## config.mk

```make
export PLATFORM = sky130hd
export DESIGN_NAME = ctrl_arbiter
export DESIGN_NICKNAME = d
export VERILOG_FILES = /design/src/rtl/ctrl_arbiter.sv
export SDC_FILE = /design/constraint.sdc
export NUM_CORES = 1
export LEC_CHECK = 0
export CAP_MARGIN = 20
export CORE_MARGIN = 2
export CORE_UTILIZATION = 32
export CTS_CLUSTER_DIAMETER = 120
export DETAILED_ROUTE_END_ITERATION = 10
export DONT_BUFFER_PORTS = 1
export GPL_ROUTABILITY_DRIVEN = 0
export GPL_TIMING_DRIVEN = 0
export PLACE_DENSITY = 0.47
export SLEW_MARGIN = 20
export SYNTH_ARGS = -nofsm -noshare
export SYNTH_HDL_FRONTEND = slang
export SYNTH_SLANG_ARGS = --single-unit
export TNS_END_PERCENT = 10
```

## constraint.sdc

```tcl
create_clock -name clk -period 2.1 [get_ports clk]
set_input_delay 0.105 -clock clk [delete_from_list [all_inputs] [get_ports clk]]
set_output_delay 0.105 -clock clk [all_outputs]
set_load 0.01 [all_outputs]
```

## src/rtl/ctrl_arbiter.sv

```systemverilog
// ctrl_arbiter: debounces per-channel controller buttons on the game tick,
// hands control to the lowest-index connected channel that shows a new press,
// and turns that channel's presses into a start pulse and one latched turn
// request that lives until acknowledged, replaced, expired or disconnected.
module ctrl_arbiter #(
    parameter int NUM_CTRL   = 2,
    parameter int DEBOUNCE   = 2,
    parameter int HOLD_TICKS = 15,
    localparam int SEL_W     = (NUM_CTRL > 1) ? $clog2(NUM_CTRL) : 1
) (
    input  logic                clk,
    input  logic                rst,
    input  logic                tick,
    input  logic [NUM_CTRL-1:0] ctrl_valid,
    input  logic [NUM_CTRL-1:0] ctrl_start,
    input  logic [NUM_CTRL-1:0] ctrl_left,
    input  logic [NUM_CTRL-1:0] ctrl_right,
    input  logic [NUM_CTRL-1:0] ctrl_uturn,
    input  logic                turn_ack,
    output logic                start,
    output logic                lturn,
    output logic                rturn,
    output logic                uturn,
    output logic [SEL_W-1:0]    sel,
    output logic                sel_valid
);

    localparam int CNT_W   = 3;
    localparam int B_START = 0;
    localparam int B_LEFT  = 1;
    localparam int B_RIGHT = 2;
    localparam int B_UTURN = 3;

    // Button bundle per channel: {uturn, right, left, start}
    logic [3:0]       raw  [NUM_CTRL];
    logic [3:0]       deb  [NUM_CTRL];
    logic [CNT_W-1:0] cnt  [NUM_CTRL][4];
    logic [3:0]       hit  [NUM_CTRL];
    logic [3:0]       rise [NUM_CTRL];

    logic             cand_found;
    logic [SEL_W-1:0] cand_idx;
    logic [3:0]       cand_rise;
    logic             sel_conn;

    logic [7:0]       hold;
    logic [7:0]       hold_nxt;
    logic [2:0]       turn_nxt;   // {uturn, rturn, lturn}
    logic             start_nxt;
    logic [SEL_W-1:0] sel_nxt;
    logic             selv_nxt;

    // Gather raw buttons and find which counters complete their agree run this tick
    always_comb begin
        for (int c = 0; c < NUM_CTRL; c++) begin
            raw[c] = {ctrl_uturn[c], ctrl_right[c], ctrl_left[c], ctrl_start[c]};
            for (int b = 0; b < 4; b++) begin
                hit[c][b]  = (raw[c][b] != deb[c][b]) &&
                             (cnt[c][b] == CNT_W'(DEBOUNCE - 1));
                rise[c][b] = tick && hit[c][b] && raw[c][b];
            end
        end
    end

    // Debounced levels and agree-counters advance only on ticks
    always_ff @(posedge clk or negedge rst) begin
        if (!rst) begin
            for (int c = 0; c < NUM_CTRL; c++) begin
                deb[c] <= '0;
                for (int b = 0; b < 4; b++) begin
                    cnt[c][b] <= '0;
                end
            end
        end else if (tick) begin
            for (int c = 0; c < NUM_CTRL; c++) begin
                for (int b = 0; b < 4; b++) begin
                    if (raw[c][b] != deb[c][b]) begin
                        if (hit[c][b]) begin
                            deb[c][b] <= raw[c][b];
                            cnt[c][b] <= '0;
                        end else begin
                            cnt[c][b] <= cnt[c][b] + 3'd1;
                        end
                    end else begin
                        cnt[c][b] <= '0;
                    end
                end
            end
        end
    end

    // Lowest-index connected channel with a fresh edge, and whether sel is still connected
    always_comb begin
        cand_found = 1'b0;
        cand_idx   = '0;
        cand_rise  = '0;
        sel_conn   = 1'b0;
        for (int c = NUM_CTRL - 1; c >= 0; c--) begin
            if (ctrl_valid[c] && (rise[c] != 4'b0000)) begin
                cand_found = 1'b1;
                cand_idx   = SEL_W'(c);
                cand_rise  = rise[c];
            end
        end
        for (int c = 0; c < NUM_CTRL; c++) begin
            if (SEL_W'(c) == sel) begin
                sel_conn = ctrl_valid[c];
            end
        end
    end

    // Next selection, start pulse and pending-turn state
    always_comb begin
        start_nxt = 1'b0;
        sel_nxt   = sel;
        selv_nxt  = sel_valid;
        turn_nxt  = {uturn, rturn, lturn};
        hold_nxt  = hold;

        // Losing the active controller drops its pending turn, sel stays put
        if (sel_valid && !sel_conn) begin
            selv_nxt = 1'b0;
            turn_nxt = 3'b000;
            hold_nxt = '0;
        end

        // A new owner starts from a clean turn state before its own edge lands
        if (cand_found) begin
            if (cand_idx != sel) begin
                turn_nxt = 3'b000;
                hold_nxt = '0;
            end
            sel_nxt   = cand_idx;
            selv_nxt  = 1'b1;
            start_nxt = cand_rise[B_START];
        end

        if (cand_found && (cand_rise[B_UTURN] || cand_rise[B_LEFT] || cand_rise[B_RIGHT])) begin
            hold_nxt = '0;
            if (cand_rise[B_UTURN]) begin
                turn_nxt = 3'b100;
            end else if (cand_rise[B_LEFT]) begin
                turn_nxt = 3'b001;
            end else begin
                turn_nxt = 3'b010;
            end
        end else if (turn_nxt != 3'b000) begin
            if (turn_ack) begin
                turn_nxt = 3'b000;
                hold_nxt = '0;
            end else if (tick) begin
                if (hold == 8'(HOLD_TICKS - 1)) begin
                    turn_nxt = 3'b000;
                    hold_nxt = '0;
                end else begin
                    hold_nxt = hold + 8'd1;
                end
            end
        end
    end

    // Registered outputs and hold counter
    always_ff @(posedge clk or negedge rst) begin
        if (!rst) begin
            start     <= 1'b0;
            lturn     <= 1'b0;
            rturn     <= 1'b0;
            uturn     <= 1'b0;
            sel       <= '0;
            sel_valid <= 1'b0;
            hold      <= '0;
        end else begin
            start     <= start_nxt;
            lturn     <= turn_nxt[0];
            rturn     <= turn_nxt[1];
            uturn     <= turn_nxt[2];
            sel       <= sel_nxt;
            sel_valid <= selv_nxt;
            hold      <= hold_nxt;
        end
    end

endmodule

```

==> results.yml <==
sta:
  layout_setup_ws_ps: -66.4
  fin_crit_sh_pct: 103
  max-slew-margin-rel_pct: 46.4
  maxSlewViolCount: 0
  setup_violations: 5
  rsz0062_at_grt: "yes"
  fmax_mhz: 462
  min_period_ps: 2170
  tightest_slew_ps: 798
  setup_tns_ps: -177
  hold_viol: 0
  skew_ps: 10.3
  holdWs_ps: 40.8
run_status:
  outcome: "finished, violations left"
  violations: "negative setup slack"
cts:
  tritoncts: "yes"
  clock_sinks: 46
  cts.reportedPaths.clkPinSlew_ps: 90
  h-tree-depth: 2
  cts_buffers: 5
  cts_buffer_depth: 2
  root_buffer: "clkbuf_8"
  clock_latency_ps: 300
grt:
  grt_pass1_vias: 2295
  antenna_found_initial: 0
  gr-usage-all-layers_pct: 14.5
  grt_pass1_wl_um: 11100
  grt-ovfl-total: 0
  grt_max_degree: 47
run:
  maxCapViolCount: 0
setup_path:
  crit_cells: 7
  arrival_ps: 2350
  cp_slowest_cell: "dfrtp_1"
  worstPathMaxFanout: 5
  path_class: "flip-flop to flip-flop"
  r2r-start: "cnt[12]"
  rr_endpoint: "rturn"
  path_cells: "ha_1, nand3b_1, o32ai_4, o31ai_4, a31oi_4, or3_1, a222oi_1"
  r2r_setup_slack_ps: -70
  reg2regPathDepth: 7
  critical_path_required_ps: 2290
  cp_top_family: "compound AO/OA/AOI/OAI gates"
  worstPathBufferInverterCount: 0
  cp-end-kind: "flip-flop"
  critPathLaunchType: "flip-flop"
  max_stage_delay_ps: 410
hold_path:
  whs_path_depth: 3
  hold_path_end: "uturn"
  hold_class: "input pin to flip-flop"
  hp-start: "turn_ack"
route:
  maxUsedRoutingLayer: "met4"
  routed_wl_um: 6520
  drc_errors: 0
  firstDrtPassIters: 4
  ant_nets: 0
  num_vias: 2222
  met3_length_um: 160
  routed-wl-met2_um: 3010
  wl_per_cell_um: 15.1
  routed_via_density: 5.14
  wl_met1_um: 3280
  drt_iter0_markers: 88
synth:
  synth_seq_cells: 46
  yosysUniqueCellTypes: 52
  avgSynthCellArea_um2: 9.66
  yosys_warnings: 0
  synthArstFlopShare_pct: 100
  synth_area_mm2: 0.00277
  yosysSeqAreaShare_pct: 41.5
  synthesis.instances: 287
  synth_nets: 319
  synth_flop_cell: "dfrtp_1"
  synth_edf_count: 0
cells_and_area:
  synthToLayoutAreaGrowth_pct: 25.1
  final_area_mm2: 0.00347
  n_antenna_cell: 0
  finalNetCount: 358
  fillers: 779
  drive_gt1_share_pct: 20.5
pwr:
  p_leak_nw: 1.49
  p_comb_share_pct: 45.3
  p_int_mw: 2.44
  p_sw_share_pct: 37.5
  ir_worst_vdd_v: 0.000554
  p_clk_share_pct: 17.3
  power_switching_mw: 1.46
  power_density_mw_per_mm2: 1120
  p_seq_share_pct: 37.4
place:
  pre_cts_slack_ps: -408
  place_area_mm2: 0.00290
  io_buffers: 0
  hpwl_um: 4380
floorplan:
  rows: 33
  start_util_pct: 33.4
  die_x_um: 97.1
  num_io_pins: 20
  die_h_um: 97.1
  design.die.area_mm2: 0.00942
  core_mm2: 0.00830
-- how the worst max path moves through the flow --
stage / endpoint / startpoint / slack [ps]
floorplan: uturn / cnt[18] / 50
global placement: uturn / cnt[10] / -400
detailed placement: uturn / cnt[10] / -410
CTS: rturn / cnt[10] / -10
global route: rturn / cnt[13] / -140
finish: rturn / cnt[12] / -70
-- repair_timing --
item                                    CTS  global route
setup buffers                            20             2
pin swaps                                17             9
gates resized for setup                  26             9
endpoints found under the setup margin   11            12
hold buffers                             10             0
endpoints found under the hold margin    55             0
-- registers in the layout (all words and copies together) (netlist names) --
| signal | count |
|---|---|
| cnt | 24 |
| hold | 8 |
| uturn | 1 |
| sel | 1 |
| rturn | 1 |
| sel_valid | 1 |
| start | 1 |
| deb | 8 |
| lturn | 1 |
-- cell usage after synthesis, drive strengths merged (4+ instances only) --
cell type | n | area share, %
xor2 | 8 | 2.5
mux2i | 7 | 2.5
clkbuf | 6 | 0.86
dfrtp | 46 | 42
o21a | 7 | 1.9
nor3 | 4 | 0.72
a21oi | 9 | 1.6
o21ai | 32 | 5.8
nand2b | 12 | 2.7
nand2 | 23 | 3.1
nor2 | 11 | 1.5
nand3b | 13 | 3.5
ha | 18 | 8.1
or3 | 4 | 0.90
inv | 23 | 3.1
mux2 | 7 | 2.8
nand3 | 8 | 1.4
o22ai | 10 | 2.5
-- final cells by class --
| type | instances | area [µm²] | share of cell area [%] |
|---|---|---|---|
| clock inverters | 2 | 37.5 | 1.08 |
| flip-flops and latches | 46 | 1150 | 33.2 |
| plain buffers | 8 | 35.0 | 1.01 |
| well taps | 105 | 131 | 3.79 |
| repair buffers | 32 | 290 | 8.38 |
| inverters | 23 | 86.3 | 2.49 |
| multi-input cells | 210 | 1660 | 47.9 |
| clock buffers | 6 | 72.6 | 2.09 |
-- cells by family after synthesis --
group	after synthesis	share of synthesized area (%)
AOI/OAI and AO/OA	79	19.6
xor gates and xnor gates	8	2.53
adders and majority gates	18	8.13
buffers and inverters	31	4.38
DFF	46	41.5
muxes	14	5.37
and+or+nand+nor	91	18.5
-- tightest hold or removal path, delay by kind of cell --
| family | cells | cell delay, ps |
|---|---|---|
| simple gates | 1 | 80 |
| compound gates | 2 | 130 |
-- power groups by stage --
| stage | Clock [mW] | Sequential, mW | Combinational [mW] |
|---|---|---|---|
| after floorplan | 0 | 1.39 | 1.10 |
| after global placement | 0 | 1.44 | 1.31 |
| after detailed placement | 0 | 1.45 | 1.33 |
| after CTS | 0.694 | 1.45 | 1.72 |
| after global routing | 0.721 | 1.51 | 2.00 |
| final | 0.674 | 1.46 | 1.77 |
-- layer usage --
| metal | GRT usage, % | vias up |
|---|---|---|
| li1 | - | 1109 |
| met1 | 19.5 | 1077 |
| met2 | 24.2 | 29 |
| met3 | 2.52 | 7 |
| met4 | 3.79 | 0 |
| met5 | 0 | - |
-- cell usage in the layout, fill, tap and decap left out, types with 3 or more instances in the layout --
cell type | netlist | layout
dfrtp_1 | 46 | 45
nand2_1 | 23 | 23
o21a_1 | 7 | 7
clkbuf_1 | 5 | 6
mux2_2 | 7 | 7
nor3b_4 | 0 | 3
nand3_1 | 8 | 8
inv_2 | 0 | 4
and3_1 | 3 | 3
nand3b_1 | 13 | 13
o21ai_0 | 31 | 31
nand4b_1 | 3 | 3
nor2_1 | 11 | 11
dlygate4sd3_1 | 0 | 9
nor3_1 | 4 | 4
o22ai_1 | 9 | 9
buf_4 | 1 | 21
xor2_1 | 8 | 8
clkbuf_8 | 0 | 5
inv_1 | 23 | 19
ha_1 | 18 | 14
a21oi_2 | 0 | 3
a21oi_1 | 9 | 6
nand2b_1 | 12 | 12
ha_4 | 0 | 3
mux2i_1 | 7 | 7
-- per-stage QoR --
step | power [mW] | std cells | utilization (%)
CTS | 3.86 | 430 | 41.2
finish | 3.90 | 432 | 41.8
global route | 4.23 | 432 | 41.8
global placement | 2.75 | 392 | 35.0
detailed placement | 2.77 | 392 | 35.0
floorplan | 2.49 | 287 | -
No activity file was read; power rests on OpenSTA's default activity.
